--- src/rtl/imem_loader_pkg.sv ---
// Shared types for the instruction-memory loader: FSM state encoding and
// the default frame start marker.
package imem_loader_pkg;

  typedef enum logic [2:0] {
    IDLE,
    LEN_LO,
    LEN_HI,
    DATA,
    CSUM,
    DONE,
    ERR
  } state_t;

  localparam logic [7:0] SYNC_DEFAULT = 8'hA5;

endpackage

--- src/rtl/imem_loader_if.sv ---
// Byte-stream receive handshake plus the byte-write port into the
// instruction memory. The loader sits on the slave side; the byte source
// and memory model sit on the master side.
interface imem_loader_if;
  logic [7:0]  rx_data;
  logic        rx_valid;
  logic        rx_ready;
  logic        mem_we;
  logic [31:0] mem_addr;
  logic [7:0]  mem_wdata;

  modport slave (
    input  rx_data, rx_valid,
    output rx_ready, mem_we, mem_addr, mem_wdata
  );

  modport master (
    output rx_data, rx_valid,
    input  rx_ready, mem_we, mem_addr, mem_wdata
  );
endinterface

--- src/rtl/imem_loader.sv ---
// Boot loader: parses SYNC, LEN (16-bit little endian), payload, CSUM frames
// from a byte stream, writes the payload into instruction memory from
// address 0 and releases the CPU reset only once the checksum matches.
module imem_loader
  import imem_loader_pkg::*;
#(
  parameter int         MEM_NBYTE = 4096,
  parameter logic [7:0] SYNC_BYTE = SYNC_DEFAULT
) (
  input  logic          clk,
  input  logic          rst_n,
  imem_loader_if.slave  bus,
  input  logic          reload,
  output logic          cpu_rst_n,
  output logic          busy,
  output logic          done,
  output logic          error
);

  // Lengths above this are rejected; LEN == MEM_NBYTE itself is legal.
  localparam logic [16:0] MAX_LEN = 17'(MEM_NBYTE);

  state_t      state;
  logic [15:0] len;
  logic [15:0] idx;
  logic [7:0]  csum;
  logic        we_q;
  logic [31:0] addr_q;
  logic [7:0]  wdata_q;

  logic        accept;
  logic [15:0] len_full;
  logic        too_long;
  logic        last_byte;

  // Flow control and status are pure decodes of the registered state.
  always_comb begin
    bus.rx_ready = (state != DONE) && (state != ERR);
    busy         = (state == LEN_LO) || (state == LEN_HI) ||
                   (state == DATA)   || (state == CSUM);
    done         = (state == DONE);
    error        = (state == ERR);
  end

  assign accept    = bus.rx_valid && bus.rx_ready;
  assign len_full  = {bus.rx_data, len[7:0]};
  assign too_long  = {1'b0, len_full} > MAX_LEN;
  // idx stops at LEN-1, so it can never run past the memory.
  assign last_byte = (idx == len - 16'd1);

  assign bus.mem_we    = we_q;
  assign bus.mem_addr  = addr_q;
  assign bus.mem_wdata = wdata_q;

  // Frame FSM with byte counter, running checksum and registered write port.
  // Reset wins over a byte accepted on the same edge, so no write escapes.
  always_ff @(posedge clk) begin
    if (!rst_n) begin
      state     <= IDLE;
      len       <= '0;
      idx       <= '0;
      csum      <= '0;
      we_q      <= 1'b0;
      addr_q    <= '0;
      wdata_q   <= '0;
      cpu_rst_n <= 1'b0;
    end else begin
      we_q <= 1'b0;
      unique case (state)
        IDLE: begin
          if (accept && bus.rx_data == SYNC_BYTE) begin
            state <= LEN_LO;
            idx   <= '0;
            csum  <= '0;
          end
        end
        LEN_LO: begin
          if (accept) begin
            len[7:0] <= bus.rx_data;
            state    <= LEN_HI;
          end
        end
        LEN_HI: begin
          if (accept) begin
            len[15:8] <= bus.rx_data;
            if (too_long)               state <= ERR;
            else if (len_full == 16'd0) state <= CSUM;
            else                        state <= DATA;
          end
        end
        DATA: begin
          if (accept) begin
            we_q    <= 1'b1;
            addr_q  <= {16'd0, idx};
            wdata_q <= bus.rx_data;
            csum    <= csum + bus.rx_data;
            if (last_byte) state <= CSUM;
            else           idx   <= idx + 16'd1;
          end
        end
        CSUM: begin
          if (accept) begin
            if (bus.rx_data == csum) begin
              state     <= DONE;
              cpu_rst_n <= 1'b1;
            end else begin
              state <= ERR;
            end
          end
        end
        DONE: begin
          if (reload) begin
            state     <= IDLE;
            cpu_rst_n <= 1'b0;
          end
        end
        ERR: begin
          if (reload) state <= IDLE;
        end
        default: state <= IDLE;
      endcase
    end
  end

endmodule

--- src/flat_wrapper.sv ---
// flat-port wrapper written by rule: the top's interface ports become plain ports
module imem_loader_flat import imem_loader_pkg::*;
#(
  parameter int         MEM_NBYTE = 4096,
  parameter logic [7:0] SYNC_BYTE = SYNC_DEFAULT
)
  (clk, rst_n, reload, cpu_rst_n, busy, done, error, bus_rx_data, bus_rx_valid, bus_rx_ready, bus_mem_we, bus_mem_addr, bus_mem_wdata);
  imem_loader_if bus_i ();
  input  logic clk;
  input  logic rst_n;
  input  logic reload;
  output logic cpu_rst_n;
  output logic busy;
  output logic done;
  output logic error;
  input wire logic [$bits(bus_i.rx_data)-1:0] bus_rx_data;
  input wire logic [$bits(bus_i.rx_valid)-1:0] bus_rx_valid;
  output wire logic [$bits(bus_i.rx_ready)-1:0] bus_rx_ready;
  output wire logic [$bits(bus_i.mem_we)-1:0] bus_mem_we;
  output wire logic [$bits(bus_i.mem_addr)-1:0] bus_mem_addr;
  output wire logic [$bits(bus_i.mem_wdata)-1:0] bus_mem_wdata;
  assign bus_i.rx_data = bus_rx_data;
  assign bus_i.rx_valid = bus_rx_valid;
  assign bus_rx_ready = bus_i.rx_ready;
  assign bus_mem_we = bus_i.mem_we;
  assign bus_mem_addr = bus_i.mem_addr;
  assign bus_mem_wdata = bus_i.mem_wdata;
  imem_loader #(.MEM_NBYTE(MEM_NBYTE), .SYNC_BYTE(SYNC_BYTE)) u_core (.clk(clk), .rst_n(rst_n), .bus(bus_i), .reload(reload), .cpu_rst_n(cpu_rst_n), .busy(busy), .done(done), .error(error));
endmodule
--- config.mk ---
export PLATFORM = sky130hd
export DESIGN_NAME = imem_loader_flat
export DESIGN_NICKNAME = d
export VERILOG_FILES = /design/src/rtl/imem_loader_pkg.sv /design/src/rtl/imem_loader_if.sv /design/src/rtl/imem_loader.sv /design/src/flat_wrapper.sv
export SDC_FILE = /design/constraint.sdc
export NUM_CORES = 1
export LEC_CHECK = 0
export ABC_CLOCK_PERIOD_IN_PS = 2850
export CAP_MARGIN = 20
export CORE_MARGIN = 1
export CORE_UTILIZATION = 40
export CTS_BUF_LIST = sky130_fd_sc_hd__clkbuf_8
export DETAILED_ROUTE_END_ITERATION = 8
export GPL_TIMING_DRIVEN = 0
export PLACE_DENSITY = 0.66
export SLEW_MARGIN = 5
export SYNTH_ARGS = -nofsm -noshare
export SYNTH_HDL_FRONTEND = slang
export SYNTH_SLANG_ARGS = --single-unit
--- constraint.sdc ---
create_clock -name clk -period 2.85 [get_ports clk]
set_clock_uncertainty 0.1 [all_clocks]
set_input_delay 0.4275 -clock clk [delete_from_list [all_inputs] [get_ports clk]]
set_output_delay 0.4275 -clock clk [all_outputs]
set_load 0.02 [all_outputs]
==> results of run 1 <==
## power groups by stage
stage	combinational [mW]	sequential [mW]	clock, mW
4_1_cts	0.122	0.963	0.921
5_1_grt	0.136	0.960	0.965
2_1_floorplan	0.0806	0.986	0
6_report	0.124	0.960	0.906
3_3_place_gp	0.121	0.986	0
3_5_place_dp	0.122	0.986	0
## cell usage in the layout, fill, tap and decap left out, types with 11 or more instances in the layout
cell and instances:
a21boi_0 33, a21oi_1 17, and2_1 12, buf_4 25
clkbuf_1 22, clkdlybuf4s50_1 33, conb_1 16, dfxtp_1 61
mux2i_1 13, nand2_1 88, nand4_1 12, nor2_1 19
nor2b_1 18, xnor2_1 14, xor2_1 11
## per-stage QoR
| stage | hold slack [ns] | TNS (ns) | setup WS, ns | area [um2] |
|---|---|---|---|---|
| 3_5_place_dp | 0.356 | -10.64 | -0.642 | 4700 |
| 3_3_place_gp | 0.354 | -10.24 | -0.618 | 4700 |
| 5_1_grt | 0.391 | -0.685 | -0.120 | 5190 |
| 6_report | 0.366 | -0.101 | -0.0692 | 5190 |
| 4_1_cts | 0.367 | 0 | 0.00746 | 5020 |
| 2_1_floorplan | 0.355 | 0 | 0.0251 | 4130 |
## state kept, by name, summed over array words and instances, names as in the netlist
register,flops
u_core.bus.mem_addr,16
u_core.bus.mem_wdata,8
u_core.bus.mem_we,1
u_core.cpu_rst_n,1
u_core.csum,8
u_core.idx,16
u_core.len,16
u_core.state,3
## per-layer routing
layer,global-route usage,routed length (um)
met2,0.346,5000
met4,0.0714,242
met5,0,0
met1,0.284,4930
met3,0.0380,534
## worst paths after layout
kind	slack, ns	end	from	depth (start not counted)
max reg2reg	-0.07	u_core.idx[8]$_SDFFE_PN0P_	u_core.len[0]$_SDFFE_PN0P_	8
min reg2reg	0.37	u_core.bus.mem_addr[12]$_SDFFE_PN0P_	u_core.bus.mem_addr[12]$_SDFFE_PN0P_	2
min	0.37	u_core.bus.mem_addr[12]$_SDFFE_PN0P_	u_core.bus.mem_addr[12]$_SDFFE_PN0P_	2
max	-0.07	u_core.idx[8]$_SDFFE_PN0P_	u_core.len[0]$_SDFFE_PN0P_	8
## worst register-to-register path, stage by stage (launching register included)
cell     delay, ns
dfxtp_4       0.37
or4_4         0.57
or4_4         0.49
a21o_1        0.19
a31oi_4       0.22
o41ai_4       0.12
buf_4         0.17
or4_4         0.48
a21oi_2       0.15
## layout make-up
cell class / instances / share of cell area
multi-input cells: 382 / 0.509
flip-flops and latches: 69 / 0.270
repair buffers: 52 / 0.0943
plain buffers: 40 / 0.0422
well taps: 133 / 0.0321
clock buffers: 10 / 0.0265
clock inverters: 6 / 0.0166
inverters: 12 / 0.00916
## what timing repair did
item | in CTS | in global routing
pin swaps | 13 | 20
cloned | 0 | 0
resized for setup | 27 | 34
buffers inserted | 7 | 4
setup endpoints to repair | 20 | 33
endpoints found under the hold margin | 0 | 0
## cells by family (layout without fill, tap and decap cells)
group	count (synthesis)	in the layout	synth area share
mux	14	14	0.0348
compound gates	101	101	0.187
buf+inv	58	120	0.0712
xor+xnor	26	26	0.0561
flops	69	69	0.340
fa+ha+maj	11	11	0.0358
simple gates	214	214	0.274
other cells	1	16	0.000924
==> metrics.txt, run 1 <==
vias in the first global route=about 3600; Clock power frac=0.455; Critical Path Source Type=flop; Die Width=103 um; most frequent cells after synthesis=nand2_1 (88), dfxtp_1 (69), a21boi_0 (33); critical path type=reg -> reg; HP Class=reg -> reg; ranking of synthesized cells by area=dfxtp_1 (34%), nand2_1 (8.1%), a21boi_0 (6.1%); initial antenna violation count=0; critical-path cell list=or4_4, or4_4, a21o_1, a31oi_4, o41ai_4, buf_4, or4_4, a21oi_2; FMAX=343 MHz; Post-synth EDFFs=0; Area growth, synth to finish=27.9%; CTS buffer count=9; P_sw=0.466 mW; unrepaired setup endpoints after global routing=true; crit path max fanout=6; top-count cell post-synth=nand2_1; total internal power=1.52 mW; Synth cell types=60; final worst slack=-0.0692 ns; Pins Over Slew Limit=0; Final #Nets=589; Synth warnings=0; post-route ant nets=0; routability cong.=0.907; CTS tree=yes; PwrDens=384 mW/mm2; std cell rows=36; Port Buffer Count=40; share of layout cells above drive strength 1=0.156; Routed WL per cell=15.2 um; final wirelength=~11 mm; violated checks=setup timing; total grt overflow=0; Buf/Inv on CP=1; status=complete, but fails checks; register area share after synthesis=0.340; register share of total power=0.482; Placed Cells=683; max cap viols=0; CP delay by family, top=simple AND/OR/NAND/NOR gates; Synth Instances=494; Ports=58; final setup fails=2; Hold Violations, Final=0; TritonRoute pass-1 iters=5; Rel. slew slack=0.602; H-tree depth=3; Worst VDD drop=around 0.29 mV; 1st-iter DRT viols=around 160; Core Footprint=0.00982 mm2; post-detail-place hpwl=7.62 mm; Die ar.=0.0106 mm2; gr usage total=0.213; multi-input logic area=between 0.002 and 0.003 mm2; hold buffers post-CTS=0; CTS clk-pin slew, worst paths=0.08 ns; overall power=around 2 mW; Yosys top cell area share=0.340; Initial Util=0.413; Critical Path End Type=flop; Vias/cell=5.35; mean post-synth cell area=8.21 um2; Switching Share=0.234; crit path DAT=3.10 ns; async set-reset flop share out of synthesis=0; mapped cell area=0.00406 mm2; Die H=103 um; register area=approximately 0.0014 mm2; Clock Tree Buf Depth=2; register bit total from synthesis=roughly 70; Combinational Power Share=0.062; clk_lat worst skew=0.35 ns; Util after Layout=0.528; CTS sink cnt=69; required arrival time at the worst endpoint=3.03 ns; cell taking the most area after synthesis=dfxtp_1; Finished Layout Cells=704; Root Buffer=clkbuf_8; Primary FF master, synth=dfxtp_1; Via Count=3764; first-pass GRT wire length=17.3 mm; post-route minimum period=2.92 ns; slowest CP cell=or4_4; worst-margin pin slew=0.592 ns; Critical Path Most Common Cell=or4_4; Pleak=roughly 1.9 nW; drc violations=0; period utilisation layout=1.02; # diodes=0; fill count=951; largest net degree at the start of global routing=13; slowest stage delay, CP=between 0.5 and 0.6 ns
(Power assumes the default switching activity.)
==> inputs of run 2 (changes only) <==
--- a/config.mk
+++ b/config.mk
@@ -13,6 +13,7 @@
 export DETAILED_ROUTE_END_ITERATION = 8
 export GPL_TIMING_DRIVEN = 0
 export PLACE_DENSITY = 0.66
+export REMOVE_ABC_BUFFERS = 1
 export SLEW_MARGIN = 5
 export SYNTH_ARGS = -nofsm -noshare
 export SYNTH_HDL_FRONTEND = slang
==> run 2 against run 1 <==
  * The run still ends with setup timing left
  * Utilization decreased by 0.25 points
  * Worst hold slack got worse by 0.0025 ns
  * Global-route usage shrank 0.92 points
  * Sequential power barely moved
  * Flip-flop and latch count is the same
  * Clock power shrank 6.5%
  * Maximum frequency is 0.58% higher
  * Critical endpoint is now u_core.idx[3]$_SDFFE_PN0P_
  * Largest cell class unchanged
  * Largest power group unchanged
==> metrics.txt, run 2 (synthesis gave the netlist of run 1 again) <==
status=complete, but fails checks; violated checks=setup timing; Ports=58 (unchanged); most frequent cells in the layout=nand2_1 (88), dfxtp_1 (62), a21boi_0 (33), clkdlybuf4s50_1 (33), nor2_1 (19); overall power=1.91 mW (-3.8%); total grt overflow=0 (unchanged); largest net degree at the start of global routing=62 (+49); slowest stage delay, CP=0.56 ns (about the same); Hold Startpoint=u_core.bus.mem_addr[12]$_SDFFE_PN0P_; CTS buffer count=9 (unchanged); hold buffers post-CTS=0 (unchanged); Worst Setup SP=u_core.len[0]$_SDFFE_PN0P_; critical-path cell list=or4_4, buf_6, o31ai_4, a21o_1, a31oi_4, buf_6, buf_6, o41a_1, a21o_1, a21oi_2; CTS clk-pin slew, worst paths=0.08 ns (about the same); required arrival time at the worst endpoint=3.02 ns (about the same); Routed WL per cell=15.1 um (-0.52%); initial antenna violation count=0 (unchanged); Die H=103 um (unchanged); Clock power frac=0.442 (-0.013); final wirelength=10.3 mm (-3.5%); unrepaired setup endpoints after global routing=true; CTS sink cnt=69 (unchanged); total internal power=1.45 mW (-5.0%); Finished Layout Cells=683 (-3.0%); slowest CP cell=or4_4; Critical Path Source Type=flop; register share of total power=0.502 (+0.020); TritonRoute pass-1 iters=4 (-1); post-detail-place hpwl=6.64 mm (-13%); Area growth, synth to finish=27.3%; Clock Tree Buf Depth=2 (unchanged); std cell rows=36 (unchanged); critical path type=reg -> reg; Die Width=103 um (unchanged); clk_lat worst skew=0.35 ns (about the same); first-pass GRT wire length=16.8 mm (-3.3%); Die ar.=0.0106 mm2 (unchanged); CTS tree=yes; post-route minimum period=2.90 ns (-0.0168 ns); period utilisation layout=1.02 (-0.00590); Rel. slew slack=0.412 (-0.190); Util after Layout=0.526 (-0.00255); Switching Share=0.243 (+0.00896); Vias/cell=5.40 (+0.94%); worst hold margin=0.364 ns (-0.00254 ns); Worst VDD drop=0.285 mV (-1.0%); Final #Nets=568 (-3.6%); Root Buffer=clkbuf_8; Critical Path End Type=flop; H-tree depth=3 (unchanged); worst-margin pin slew=0.882 ns (+0.290 ns); Placed Cells=641 (-6.1%); P_sw=0.465 mW (-0.16%); max cap viols=0 (unchanged); drc violations=0 (unchanged); Reg2Reg Setup Slack=-0.05 ns (+0.02 ns); # diodes=0 (unchanged); final setup fails=4 (+2); Pleak=1.92 nW (about the same); Via Count=3686 (-2.1%); Core Footprint=0.00982 mm2 (unchanged); hold path depth=2 (unchanged); gr usage total=0.203 (-0.00925); Register-to-Register Path Depth=10 (+2); Reg-to-Reg Start=u_core.len[0]$_SDFFE_PN0P_; share of layout cells above drive strength 1=0.165 (+0.00959); routability cong.=0.814 (-10%); Initial Util=0.413 (unchanged); crit path DAT=3.07 ns (-0.03 ns); Pins Over Slew Limit=0 (unchanged); PwrDens=371 mW/mm2 (-3.4%); HP Class=reg -> reg; Critical Path Most Common Cell=buf_6; commonest non-fill, non-tap cell in the layout=nand2_1; vias in the first global route=3395 (-5.8%); Combinational Power Share=0.055 (-0.007); 1st-iter DRT viols=174 (+6.1%); crit path max fanout=5 (-1); Port Buffer Count=41 (+2.5%); FMAX=345 MHz (+0.58%); TNS Setup=-0.0932 ns (+0.00791 ns); Hold Violations, Final=0 (unchanged); final worst slack=-0.0524 ns (+0.0168 ns); post-route ant nets=0 (unchanged)
-- run 2: cell types whose count changed in the layout (fill, tap and decap cells not counted), moves of 2 or more --
| cell | change |
|---|---|
| buf_6 | +7 |
| a21oi_1 | -2 |
| buf_4 | -8 |
| clkdlybuf4s15_1 | -2 |
| nand3_2 | +2 |
| nand3_1 | -3 |
| clkbuf_1 | -22 |
| dlymetal6s2s_1 | +2 |
| a21oi_2 | +2 |
-- run 2: layout make-up --
type                            count  area, um2
Multi-Input combinational cell    383       2660
Sequential cell                    69       1400
Timing Repair Buffer               70        683
Fill cell                         944       4660
Clock buffer                       11        151
Tap cell                          133        166
Inverter                           12       47.5
Clock inverter                      5       58.8
-- run 2: power by group through the flow --
stage	Clock, mW	Sequential, mW	Combinational (mW)
2_1_floorplan	0	0.986	0.0543
3_3_place_gp	0	0.986	0.102
3_5_place_dp	0	0.986	0.102
4_1_cts	0.869	0.962	0.102
5_1_grt	0.906	0.961	0.116
6_report	0.847	0.961	0.106
-- run 2: metal layers --
layer	part of all wire	vias to the layer above	wire, um	GRT usage
met4	0.016	0	163	0.0813
met3	0.037	15	379	0.0414
met5	0	-	0	0
met1	0.45	1771	4650	0.252
li1	-	1819	-	-
met2	0.50	81	5140	0.345
-- run 2: through the flow --
step / instance area (um2) / setup slack [ns]
after floorplan: 3870 / -0.141
after global placement: 4450 / -1.98
after detailed placement: 4500 / -0.788
after CTS: 4890 / -0.0173
after global routing: 5160 / -0.124
final: 5160 / -0.0524
-- run 2: what timing repair did --
| action | CTS | global route |
|---|---|---|
| cloned | 1 | 0 |
| endpoints found under the setup margin | 19 | 19 |
| pin swaps | 9 | 27 |
| setup buffers | 11 | 16 |
| gates resized for setup | 29 | 37 |
-- run 2: worst paths after layout --
kind	end
worst max-delay path	u_core.idx[3]$_SDFFE_PN0P_
worst min-delay path	u_core.bus.mem_addr[12]$_SDFFE_PN0P_
worst max register to register	u_core.idx[3]$_SDFFE_PN0P_
worst min register to register	u_core.bus.mem_addr[12]$_SDFFE_PN0P_
-- run 2: worst max-delay path: cells and delay by family, from the launching register on --
family	cells	cell delay [ns]
simple gates	1	0.56
compound gates	6	1.39
buf+inv	3	0.40
flops	1	0.37
==> inputs of run 3 (changes only) <==
--- a/config.mk
+++ b/config.mk
@@ -5,6 +5,7 @@
 export SDC_FILE = /design/constraint.sdc
 export NUM_CORES = 1
 export LEC_CHECK = 0
+export ABC_AREA = 1
 export ABC_CLOCK_PERIOD_IN_PS = 2850
 export CAP_MARGIN = 20
 export CORE_MARGIN = 1
@@ -12,7 +13,7 @@
 export CTS_BUF_LIST = sky130_fd_sc_hd__clkbuf_8
 export DETAILED_ROUTE_END_ITERATION = 8
 export GPL_TIMING_DRIVEN = 0
-export PLACE_DENSITY = 0.66
+export PLACE_DENSITY = 0.74
 export REMOVE_ABC_BUFFERS = 1
 export SLEW_MARGIN = 5
 export SYNTH_ARGS = -nofsm -noshare
==> run 3 against run 2 <==
  * The run now ends clean
  * Flip-flop and latch count did not move
  * Non-clock buffer count fell by 28
  * First-iteration DRC count rose by 23%
  * Worst hold slack improved by 0.011 ns
  * Clock power rose by 7.0%
  * Critical path depth fell by 5
  * Power rose by 94%
  * Worst setup slack improved by 0.21 ns
  * Sequential power rose by 20%
  * Combinational power rose to 16 times the previous value
  * Maximum frequency rose by 7.8%
  * Via count rose by 14%
  * Critical path type is now reg -> out
==> metrics.txt, run 3 <==
status=finished clean; # diodes=0 (unchanged); post-detail-place hpwl=7.94 mm (+20%); Setup WS pre-CTS=0.157 ns (+0.944 ns); WL met3=506 um (+34%); crit path DAT=2.16 ns (-0.91 ns); cell taking the most area after synthesis=dfxtp_1; async set-reset flop share out of synthesis=0 (unchanged); Post-synth EDFFs=0 (unchanged); ranking of synthesized cells by area=dfxtp_1 (30%), nand2_1 (9.3%), nor2_1 (7.2%); PwrDens=719 mW/mm2 (+94%); critical path type=reg -> out; Synth warnings=0 (unchanged); first-pass GRT wire length=18.4 mm (+9.6%); final setup fails=0 (-4); Post-DP Area=0.00493 mm2 (+9.4%); Pleak=2.17 nW (+13%); most frequent cells after synthesis=nand2_1 (113), nor2_1 (87), dfxtp_1 (69); register bit total from synthesis=69 (unchanged); crit path max fanout=16 (+11); top-count cell post-synth=nand2_1; total grt overflow=0 (unchanged); Final #Nets=701 (+23%); mapped cell area=0.00454 mm2 (+12%); gr usage total=0.200 (-0.00368); clk_lat worst skew=0.36 ns (about the same); CTS buffer count=9 (unchanged); hold buffers post-CTS=0 (unchanged); routability cong.=0.902 (+11%); Metal-1 WL=5.19 mm (+12%); commonest non-fill, non-tap cell in the layout=nand2_1; largest net degree at the start of global routing=48 (-23%); Die H=109 um (+5.6%); Pins Over Slew Limit=0 (unchanged); CTS clk-pin slew, worst paths=0.08 ns (about the same); worst-margin pin slew=0.987 ns (+0.104 ns); # Post-CTS Setup Buffers=0 (-11); post-route minimum period=2.69 ns (-0.211 ns); Clock Tree Buf Depth=2 (unchanged); HP Class=reg -> reg; Core Footprint=0.0109 mm2 (+11%); overall power=3.71 mW (+94%); worst hold margin=0.375 ns (+0.0114 ns); TritonRoute pass-1 iters=5 (+1); share of layout cells above drive strength 1=0.117 (-0.0483); Initial Util=0.415 (+0.00165); Worst VDD drop=0.361 mV (+27%); register area share after synthesis=0.304 (-0.0360); period utilisation layout=0.944 (-0.0741); Yosys top cell area share=0.304 (-0.0360); Port Buffer Count=41 (unchanged); FMAX=372 MHz (+7.8%); CTS sink cnt=69 (unchanged); CTS resizes=0 (-100%); Primary FF master, synth=dfxtp_1; initial antenna violation count=0 (unchanged); Die Width=109 um (+5.6%); CTS tree=yes; drc violations=0 (unchanged); Synth cell types=47 (-22%); max cap viols=0 (unchanged); Die ar.=0.0118 mm2 (+12%); final worst slack=0.159 ns (+0.211 ns); Root Buffer=clkbuf_8; std cell rows=38 (+5.6%); Critical Path Source Type=flop; Routed WL per cell=13.1 um (-13%); H-tree depth=3 (unchanged); Synth Instances=654 (+32%); Ports=58 (unchanged); Via Count=4199 (+14%); Met2 Wirelength=4.89 mm (-4.8%); Placed Cells=807 (+26%); post-route ant nets=0 (unchanged); Vias/cell=5.10 (-5.5%); vias in the first global route=3877 (+14%); Rel. slew slack=0.342 (-0.0703); Critical Path End Type=output pin; required arrival time at the worst endpoint=2.32 ns (-0.70 ns); Top Layer Used=met4; post-route cell area=0.00515 mm2 (-0.17%); Finished Layout Cells=823 (+20%); 1st-iter DRT viols=214 (+23%); final wirelength=10.8 mm (+4.7%); Hold Violations, Final=0 (unchanged); mean post-synth cell area=6.94 um2 (-16%); Area growth, synth to finish=13.6%; unrepaired setup endpoints after global routing=false; most frequent cells in the layout=nand2_1 (113), nor2_1 (87), dfxtp_1 (69)
==> run 3: cell types whose count changed after synthesis, sizes merged, moves of 19 or more <==
cell	before	now
a21oi	20	60
inv	12	64
nand3	9	66
nand2	88	121
o21ai	5	49
nor2b	19	0
nor2	19	104
a21boi	33	0
==> run 3: final cells by class <==
| cell class | count | area (um2) |
|---|---|---|
| fill | 1104 | 5780 |
| inverter | 64 | 243 |
| timing repair buffer | 42 | 433 |
| sequential | 69 | 1380 |
| clock buffer | 11 | 151 |
| clock inverter | 5 | 75.1 |
| multi-input combinational | 492 | 2700 |
| tap | 140 | 175 |
==> run 3: per-stage QoR <==
| step | util | TNS, ns |
|---|---|---|
| 6_report | 0.471 | 0 |
| 3_3_place_gp | 0.448 | -13.53 |
| 3_5_place_dp | 0.451 | 0 |
| 5_1_grt | 0.471 | 0 |
| 2_1_floorplan | - | 0 |
| 4_1_cts | 0.471 | 0 |
==> run 3: path summary, 6_finish.rpt <==
check	from	to	slack, ns	cells after the start
worst min register to register	u_core.csum[4]$_SDFFE_PN0P_	u_core.csum[4]$_SDFFE_PN0P_	0.38	2
worst max register to register	u_core.len[0]$_SDFFE_PN0P_	u_core.idx[14]$_SDFFE_PN0P_	0.31	13
worst min-delay path	u_core.csum[4]$_SDFFE_PN0P_	u_core.csum[4]$_SDFFE_PN0P_	0.38	2
worst max-delay path	u_core.state[0]$_SDFFE_PN0P_	busy	0.16	5
==> run 3: cells by family after synthesis <==
family	Yosys count	share of synthesized area
simple gates	322	0.351
compound gates	115	0.143
buf+inv	108	0.115
flops	69	0.304
xor+xnor	28	0.0541
fa+ha+maj	11	0.0320
other cells	1	0.000827
==> run 3: worst max-delay path, cell delays in order (launching register included) <==
cell and delay (ns):
dfxtp_1 0.46, inv_2 0.10, nor3_4 0.28, inv_2 0.22, nand4_1 0.13, clkdlybuf4s50_1 0.62
==> run 3: where the power goes <==
part / switching (mW) / total [mW] / internal (mW)
sequential: 0.102 / 1.15 / 1.05
clock: 0.371 / 0.906 / 0.534
combinational: 1.08 / 1.65 / 0.568
==> run 3: layer usage <==
layer	vias to the layer above	global-route usage
met5	-	0
met4	0	0.0888
met3	17	0.0295
met2	124	0.321
met1	1911	0.264
li1	2147	-
